<file path="src/rtl/regfile_ctl_pkg.sv">
// Shared constants for the integer register-file write-back control slice.
package regfile_ctl_pkg;
    localparam int RF_XLEN = 32;   // register data width
    localparam int RF_AW   = 5;    // register index width
    localparam int RF_NREG = 32;   // number of architectural registers (x0..x31)
    localparam int RF_NREQ = 3;    // default write-back requesters: ALU, load unit, CSR unit
endpackage

</file>
<file path="src/rtl/regfile_wb_ctrl_rr_arbiter.sv">
// Round-robin arbiter: one-hot grant, search begins one past the last granted index.
module rr_arbiter #(
    parameter int N = 3
) (
    input  logic         clk,
    input  logic         rst,
    input  logic [N-1:0] req,
    input  logic         advance,
    output logic [N-1:0] gnt
);
    localparam int PW = (N > 1) ? $clog2(N) : 1;

    logic [PW-1:0] ptr;
    logic [PW-1:0] gnt_idx;

    // Pick the first requester after ptr, wrapping around; ptr itself is checked last.
    always_comb begin
        logic found;
        int   idx;
        gnt     = '0;
        gnt_idx = ptr;
        found   = 1'b0;
        idx     = 0;
        for (int k = 1; k <= N; k++) begin
            idx = (int'(ptr) + k) % N;
            if (!found && req[idx]) begin
                gnt[idx] = 1'b1;
                gnt_idx  = PW'(idx);
                found    = 1'b1;
            end
        end
    end

    // Remember the last winner; reset to N-1 so requester 0 is favoured first.
    always_ff @(posedge clk or posedge rst) begin
        if (rst) begin
            ptr <= PW'(N - 1);
        end else if (advance) begin
            ptr <= gnt_idx;
        end
    end
endmodule

</file>
<file path="src/rtl/regfile_wb_ctrl.sv">
// Write-back controller: arbitrates requesters onto the register file write
// port, registers that port, and tracks per-register busy bits for hazards.
module regfile_wb_ctrl
    import regfile_ctl_pkg::*;
#(
    parameter int NREQ = RF_NREQ,
    parameter int XLEN = RF_XLEN,
    parameter int AW   = RF_AW
) (
    input  logic                 clk,
    input  logic                 rst,
    input  logic [NREQ-1:0]      wb_req,
    input  logic [NREQ*AW-1:0]   wb_rd,
    input  logic [NREQ*XLEN-1:0] wb_data,
    output logic [NREQ-1:0]      wb_gnt,
    input  logic                 rsv_valid,
    input  logic [AW-1:0]        rsv_rd,
    output logic                 rsv_ready,
    input  logic [AW-1:0]        q_rs1,
    input  logic [AW-1:0]        q_rs2,
    output logic                 q_busy1,
    output logic                 q_busy2,
    output logic                 rf_we,
    output logic [AW-1:0]        rf_rw,
    output logic [XLEN-1:0]      rf_busw
);
    localparam int NREG = RF_NREG;

    logic [NREQ-1:0] arb_gnt;
    logic            gnt_any;
    logic [AW-1:0]   sel_rd;
    logic [XLEN-1:0] sel_data;
    logic [NREG-1:1] busy_q;
    logic [NREG-1:1] busy_nxt;
    logic [NREG-1:0] busy_vec;
    logic            set_en;

    rr_arbiter #(.N(NREQ)) u_arb (
        .clk     (clk),
        .rst     (rst),
        .req     (wb_req),
        .advance (gnt_any),
        .gnt     (arb_gnt)
    );

    // Grants are suppressed while reset is held so no handshake can complete.
    always_comb begin
        wb_gnt  = rst ? '0 : arb_gnt;
        gnt_any = |wb_gnt;
    end

    // Steer the granted requester's destination and data toward the write port.
    always_comb begin
        sel_rd   = '0;
        sel_data = '0;
        for (int i = 0; i < NREQ; i++) begin
            if (wb_gnt[i]) begin
                sel_rd   = wb_rd[i*AW +: AW];
                sel_data = wb_data[i*XLEN +: XLEN];
            end
        end
    end

    // Registered write port; x0 writes are consumed but never enabled.
    always_ff @(posedge clk or posedge rst) begin
        if (rst) begin
            rf_we   <= 1'b0;
            rf_rw   <= '0;
            rf_busw <= '0;
        end else if (gnt_any && (sel_rd != '0)) begin
            rf_we   <= 1'b1;
            rf_rw   <= sel_rd;
            rf_busw <= sel_data;
        end else begin
            rf_we   <= 1'b0;
        end
    end

    // Reservation may proceed when the destination is free, retiring right now, or x0.
    always_comb begin
        busy_vec  = {busy_q, 1'b0};
        rsv_ready = !busy_vec[rsv_rd] || (rf_we && (rf_rw == rsv_rd)) || (rsv_rd == '0);
        set_en    = rsv_valid && rsv_ready && (rsv_rd != '0);
        q_busy1   = busy_vec[q_rs1];
        q_busy2   = busy_vec[q_rs2];
    end

    // Next busy state: a new reservation beats the clear from a retiring write.
    always_comb begin
        for (int i = 1; i < NREG; i++) begin
            busy_nxt[i] = (set_en && (rsv_rd == AW'(i))) ||
                          (busy_q[i] && !(rf_we && (rf_rw == AW'(i))));
        end
    end

    // Busy scoreboard state; x0 is implicitly never busy.
    always_ff @(posedge clk or posedge rst) begin
        if (rst) begin
            busy_q <= '0;
        end else begin
            busy_q <= busy_nxt;
        end
    end
endmodule

</file>
<file path="config.mk">
export PLATFORM = sky130hd
export DESIGN_NAME = regfile_wb_ctrl
export DESIGN_NICKNAME = d
export VERILOG_FILES = /design/src/rtl/regfile_ctl_pkg.sv /design/src/rtl/regfile_wb_ctrl_rr_arbiter.sv /design/src/rtl/regfile_wb_ctrl.sv
export SDC_FILE = /design/constraint.sdc
export NUM_CORES = 1
export LEC_CHECK = 0
export CAP_MARGIN = 10
export CORE_UTILIZATION = 49
export DETAILED_ROUTE_END_ITERATION = 8
export PLACE_DENSITY = 0.87
export SLEW_MARGIN = 20
export SYNTH_ARGS = -nofsm -noshare
export SYNTH_HDL_FRONTEND = slang
export SYNTH_SLANG_ARGS = --single-unit
</file>
<file path="constraint.sdc">
create_clock -name clk -period 7.1 [get_ports clk]
set_clock_uncertainty 0.15 [all_clocks]
set_input_delay 0.71 -clock clk [delete_from_list [all_inputs] [get_ports clk]]
set_output_delay 0.71 -clock clk [all_outputs]
set_load 0.005 [all_outputs]
</file>
Word level (Yosys, flattened, before mapping). Index checks and enable logic that the tools add are counted.

$add $sub $neg: 3. Divide/modulo/power cells: 3. Order comparisons: 9. Equality and inequality tests: 63. Mux-type cells: 37. Bitwise operators: 2. Reduce and logical (&&, ||, !) cells: 175.

Operators by type and width (count): $eq 5x5->1 const B (32); $logic_and 1x1->1 (102); $ge 32x1->1 const B (3); $lt 32x4->1 const B (3); $mod 32x3->32 const B (3); $mux 32 (3); $eq 5x4->1 const B (16); $eq 5x3->1 const B (8); $logic_not 1->1 (34); $logic_or 1x1->1 (33); $eq 5x2->1 const B (4); $lt 5x6->1 const B (3); $bmux 1 s5 (3); $mux 1 (15); $mux 5 (3); $mux 3 (4); $eq 5x1->1 const B (2); $reduce_bool 5->1 (2); $add 2x2->3 const B (2); $bmux 1 s2 (3); $demux 1 s2 (3); $mux 2 (3); $or 3x3->3 (2); $eq 5x5->1 (1); 5 further kinds (5).

Bits in registers: 71. Input bits: 132.

Depth between registers and ports, before layout.
Word-level depth: 19. Mapped depth: 14. Depth with buffers taken out: 11.

By module. Synthesis repeated with hierarchy kept, for this count alone.

Cell total of the unflattened synthesis: 467. Area total of the unflattened synthesis: 4793.3 um^2.

By module, submodules not included: regfile_wb_ctrl (instances 1, cells an instance 416, area an instance 4380.5 um^2, sequential area each 1726.7 um^2); rr_arbiter (instances 1, cells an instance 51, area an instance 412.9 um^2, sequential area each 51.3 um^2).

Worst setup path after synthesis. No wires, ideal clock.

Path type: input -> register. Start: input port rst. End: register rf_busw[0]. Library setup time: 125 ps. Arrival: 3970 ps. Required time: 6825 ps. Slack: 2855 ps. Stages: 9. Path buffers: 2. Cells stage by stage: inv_1 -> nand4_1 -> o21a_1 -> buf_6 -> nor3_1 -> o22ai_1 -> nor3_4 -> buf_6 -> mux2_4.

Longest elaborated chain between the ends: 6. Elaborated cells between the ends (all ways): 10. Those cells by class: mux: 7; reduce/logical: 3.

RTL lines: start, declared (RTL line regfile_wb_ctrl.sv:11) `input logic rst,`; $mux 3 (*) (RTL line regfile_wb_ctrl.sv:48) `wb_gnt = rst ? '0 : arb_gnt;`; $mux 5 (3 in series) (RTL line regfile_wb_ctrl.sv:57) `if (wb_gnt[i]) begin`; $reduce_bool 5->1 (RTL line regfile_wb_ctrl.sv:70) `end else if (gnt_any && (sel_rd != '0)) begin`; $logic_and 1x1->1 (RTL line regfile_wb_ctrl.sv:70); end signal, assigned (RTL line regfile_wb_ctrl.sv:73) `rf_busw <= sel_data;`; end, declared (RTL line regfile_wb_ctrl.sv:25) `output logic [XLEN-1:0] rf_busw`.

Mark *: on every way between the ends. The rest lies on a longest branch, timed or not. A chain may end at the register's enable or synchronous reset.

Worst setup path after layout.
Start: input port rsv_rd[0]. End: output port rsv_ready.

Longest elaborated chain between the ends: 5. Elaborated cells between the ends (all ways): 8. Those cells by class: eq/ne: 1; mux: 2; reduce/logical: 5.

RTL lines: start, declared (RTL line regfile_wb_ctrl.sv:17) `input logic [AW-1:0] rsv_rd,`; $bmux 1 s5 (RTL line regfile_wb_ctrl.sv:82) `rsv_ready = !busy_vec[rsv_rd] || (rf_we && (rf_rw == rsv_rd)) || (rsv_rd == '0);`; $mux 1 (not written as such) (RTL line regfile_wb_ctrl.sv:82); $logic_not 1->1 (RTL line regfile_wb_ctrl.sv:82); $logic_or 1x1->1 (RTL line regfile_wb_ctrl.sv:82); $logic_or 1x1->1 (*) (RTL line regfile_wb_ctrl.sv:82); end, declared (RTL line regfile_wb_ctrl.sv:18) `output logic rsv_ready,`.

Mark *: on every way between the ends. The rest lies on a longest branch, timed or not. The select of a mux whose other input is x is not followed.

==> impl_metrics.env <==
export IMPL_outcome="finished, final reports clean"
export IMPL_gp_congestion=0.9566
export IMPL_dp_cells=745
export IMPL_synth_most_common_cell="nor2_1"
export IMPL_ys_types=59
export IMPL_fillers=648
export IMPL_cts_sinks=71
export IMPL_cts_resized=0
export IMPL_dieHeight_um=101.6
export IMPL_synth_warnings=0
export IMPL_worst_pin_slew_ns=0.8532
export IMPL_finalHoldWorstSlack_ns=0.3582
export IMPL_fin_ws_ns=2.317
export IMPL_setup_tns_final_ns=0
export IMPL_clk_pin_slew_ns=0.08
export IMPL_antenna_found_initial=0
export IMPL_synth_edf_count=0
export IMPL_synth_fp_nets=610
export IMPL_grt_pass1_vias=4693
export IMPL_synth_seq_cells=71
export IMPL_cts_setup_buffers=0
export IMPL_finalSetupViolCount=0
export IMPL_fin_nets=763
export IMPL_maxSlewViolCount=0
export IMPL_crit_type="input port to output port"
export IMPL_diodes=0
export IMPL_cts_hold_fix_buffers=0
export IMPL_design_portCount=176
export IMPL_leakage_uw=0.002694
export IMPL_wl_per_cell_um=20.08
export IMPL_grt_max_degree=47
export IMPL_place_ws_ns=2.340
export IMPL_irDropWorstVdd_uv=218.5
export IMPL_final_cells=761
export IMPL_antenna_left=0
export IMPL_dr_pass1_iters=5
export IMPL_hold_violations=0
export IMPL_io_buffers=175
export IMPL_drc=0
export IMPL_ys_flop_type="dfrtp_1"
export IMPL_crit_required_ns=6.24
export IMPL_dieArea_sq_mm=0.01032
export IMPL_cp_end_kind="output port"
export IMPL_totalWireLength_um=15280
export IMPL_cts_root_buffer="clkbuf_8"
export IMPL_ys_seq_area_share_pct=36.59
export IMPL_async_flop_share_pct=100.0
export IMPL_maxCapViolCount=0
export IMPL_layout_min_cycle_time_ns=4.783
export IMPL_post_dp_hpwl_um=11380
export IMPL_grt_overflow_total=0
export IMPL_syn_to_final_growth_pct=40.29
export IMPL_worstSetupStartpointType="input port"
export IMPL_synth_avg_cell_area_sq_um=10.25
export IMPL_cp_max_fo=17
export IMPL_fp_dieW_um=101.6
export IMPL_synth_top_area_share_pct=36.05
export IMPL_clock_fmax_mhz=209.1
export IMPL_synthTopCellsByArea="dfrtp_1, mux4_2, mux2_4"
export IMPL_rsz0062_at_grt="no"
export IMPL_syn_area_sq_mm=0.004860
export IMPL_row_count=35
export IMPL_cts_max_level=3
export IMPL_grt_pass1_wl_um=23570
export IMPL_vias_per_cell=6.155
export IMPL_period_share_pct=67.37
export IMPL_drt_iter0_markers=238
export IMPL_drive_gt1_share_pct=15.98
export IMPL_synth_common_cells="nor2_1, dfrtp_1, o21ai_0"
export IMPL_p_per_area_mw_per_mm2=393.2
export IMPL_clk_latency_ns=0.35
export IMPL_cts_tree="yes"
export IMPL_vias=4684
export IMPL_start_util_pct=51.61
export IMPL_slew_headroom_pct=42.94
export IMPL_clock_path_buffers=2
export IMPL_worstHoldPathType="flop to flop"
export IMPL_numCtsBuffers=9
export IMPL_design_core_area_sq_mm=0.009415
export IMPL_synth_cells=474
export IMPL_arrival_ns=3.92
export IMPL_yosysTopAreaCell="dfrtp_1"
export IMPL_final_util_pct=72.41
export IMPL_grt_use_total_pct=30.39
[power breakdown]
part / internal (uW) / switching, uW
sequential: 573 / 167
clock: 172 / 151
combinational: 886 / 732
[metal layers]
metal / GRT usage (%) / vias up / part of all wire (%)
li1: - / 2096 / -
met1: 35.57 / 2286 / 37
met2: 52.75 / 257 / 51
met3: 7.246 / 45 / 8.6
met4: 14.05 / 0 / 3.3
met5: 0 / - / 0
[stage by stage]
step           instance area (sq um)  power, uW
3_3_place_gp                    6626       2281
2_1_floorplan                   4860       1879
4_1_cts                         6818       2681
5_1_grt                         6818       2848
3_5_place_dp                    6626       2350
6_report                        6818       2681
[path summary, 6_finish.rpt]
kind,startpoint,to,slack [ns],cells after the start
worst max-delay path,rsv_rd[0],rsv_ready,2.32,7
worst min-delay path,rf_busw[29],rf_busw[29],0.36,1
worst max register to register,u_arb.ptr[1],rf_busw[27],3.08,12
worst min register to register,rf_busw[29],rf_busw[29],0.36,1
max in group asynchronous,rst,u_arb.ptr[1],5.07,3
min in group asynchronous,rst,rf_busw[29],0.73,2
[flip-flops by register name (all words and copies together), names as in the netlist]
register,flops
rf_rw,5
u_arb.ptr,2
busy_q,31
rf_busw,32
rf_we,1
[critical path: stages]
cell	delay, ns
clkdlybuf4s50_1	1.03
mux4_2	0.59
mux4_2	0.47
a21boi_0	0.14
mux2_2	0.40
inv_1	0.08
clkdlybuf4s50_1	0.49
[cell type report]
class                           instances  area, sq um  share of cell area, %
Clock buffer                           13        148.9                  2.184
Inverter                                8        30.03                 0.4404
Multi-Input combinational cell        357         2868                  42.06
Timing Repair Buffer                  180         1789                  26.24
Clock inverter                          3        42.54                 0.6240
Sequential cell                        71         1778                  26.08
Tap cell                              129        161.4                  2.367
[placed cells by master, fill, tap and decap left out, types with 2 or more instances in the layout]
cell type and count:
clkdlybuf4s50_1 175, nor2_1 78, dfrtp_1 70, o21ai_0 59, a221oi_1 32, mux2_4 27
mux4_2 27, nand2_1 19, o31ai_1 11, mux2_2 10, clkbuf_8 10, nand2b_1 9
nand3b_1 8, a21oi_1 7, inv_1 6, or2_2 6, mux2i_1 5, nand3_1 5
buf_4 5, nor3_1 4, ha_1 4, nor2b_1 3, a22oi_1 3, nand4_1 3
xor2_1 3, clkbuf_1 3, a21oi_2 2, a211oi_1 2, inv_2 2, a21boi_0 2
nand4b_1 2, a221o_1 2
[cells by family after synthesis]
| family | after synthesis | synth area share [%] |
|---|---|---|
| compound gates | 133 | 18.46 |
| xor+xnor | 4 | 0.7210 |
| fa+ha+maj | 4 | 1.030 |
| buf+inv | 46 | 4.480 |
| flops | 71 | 36.59 |
| mux | 69 | 24.20 |
| simple gates | 147 | 14.52 |
(Power assumes the default switching activity.)
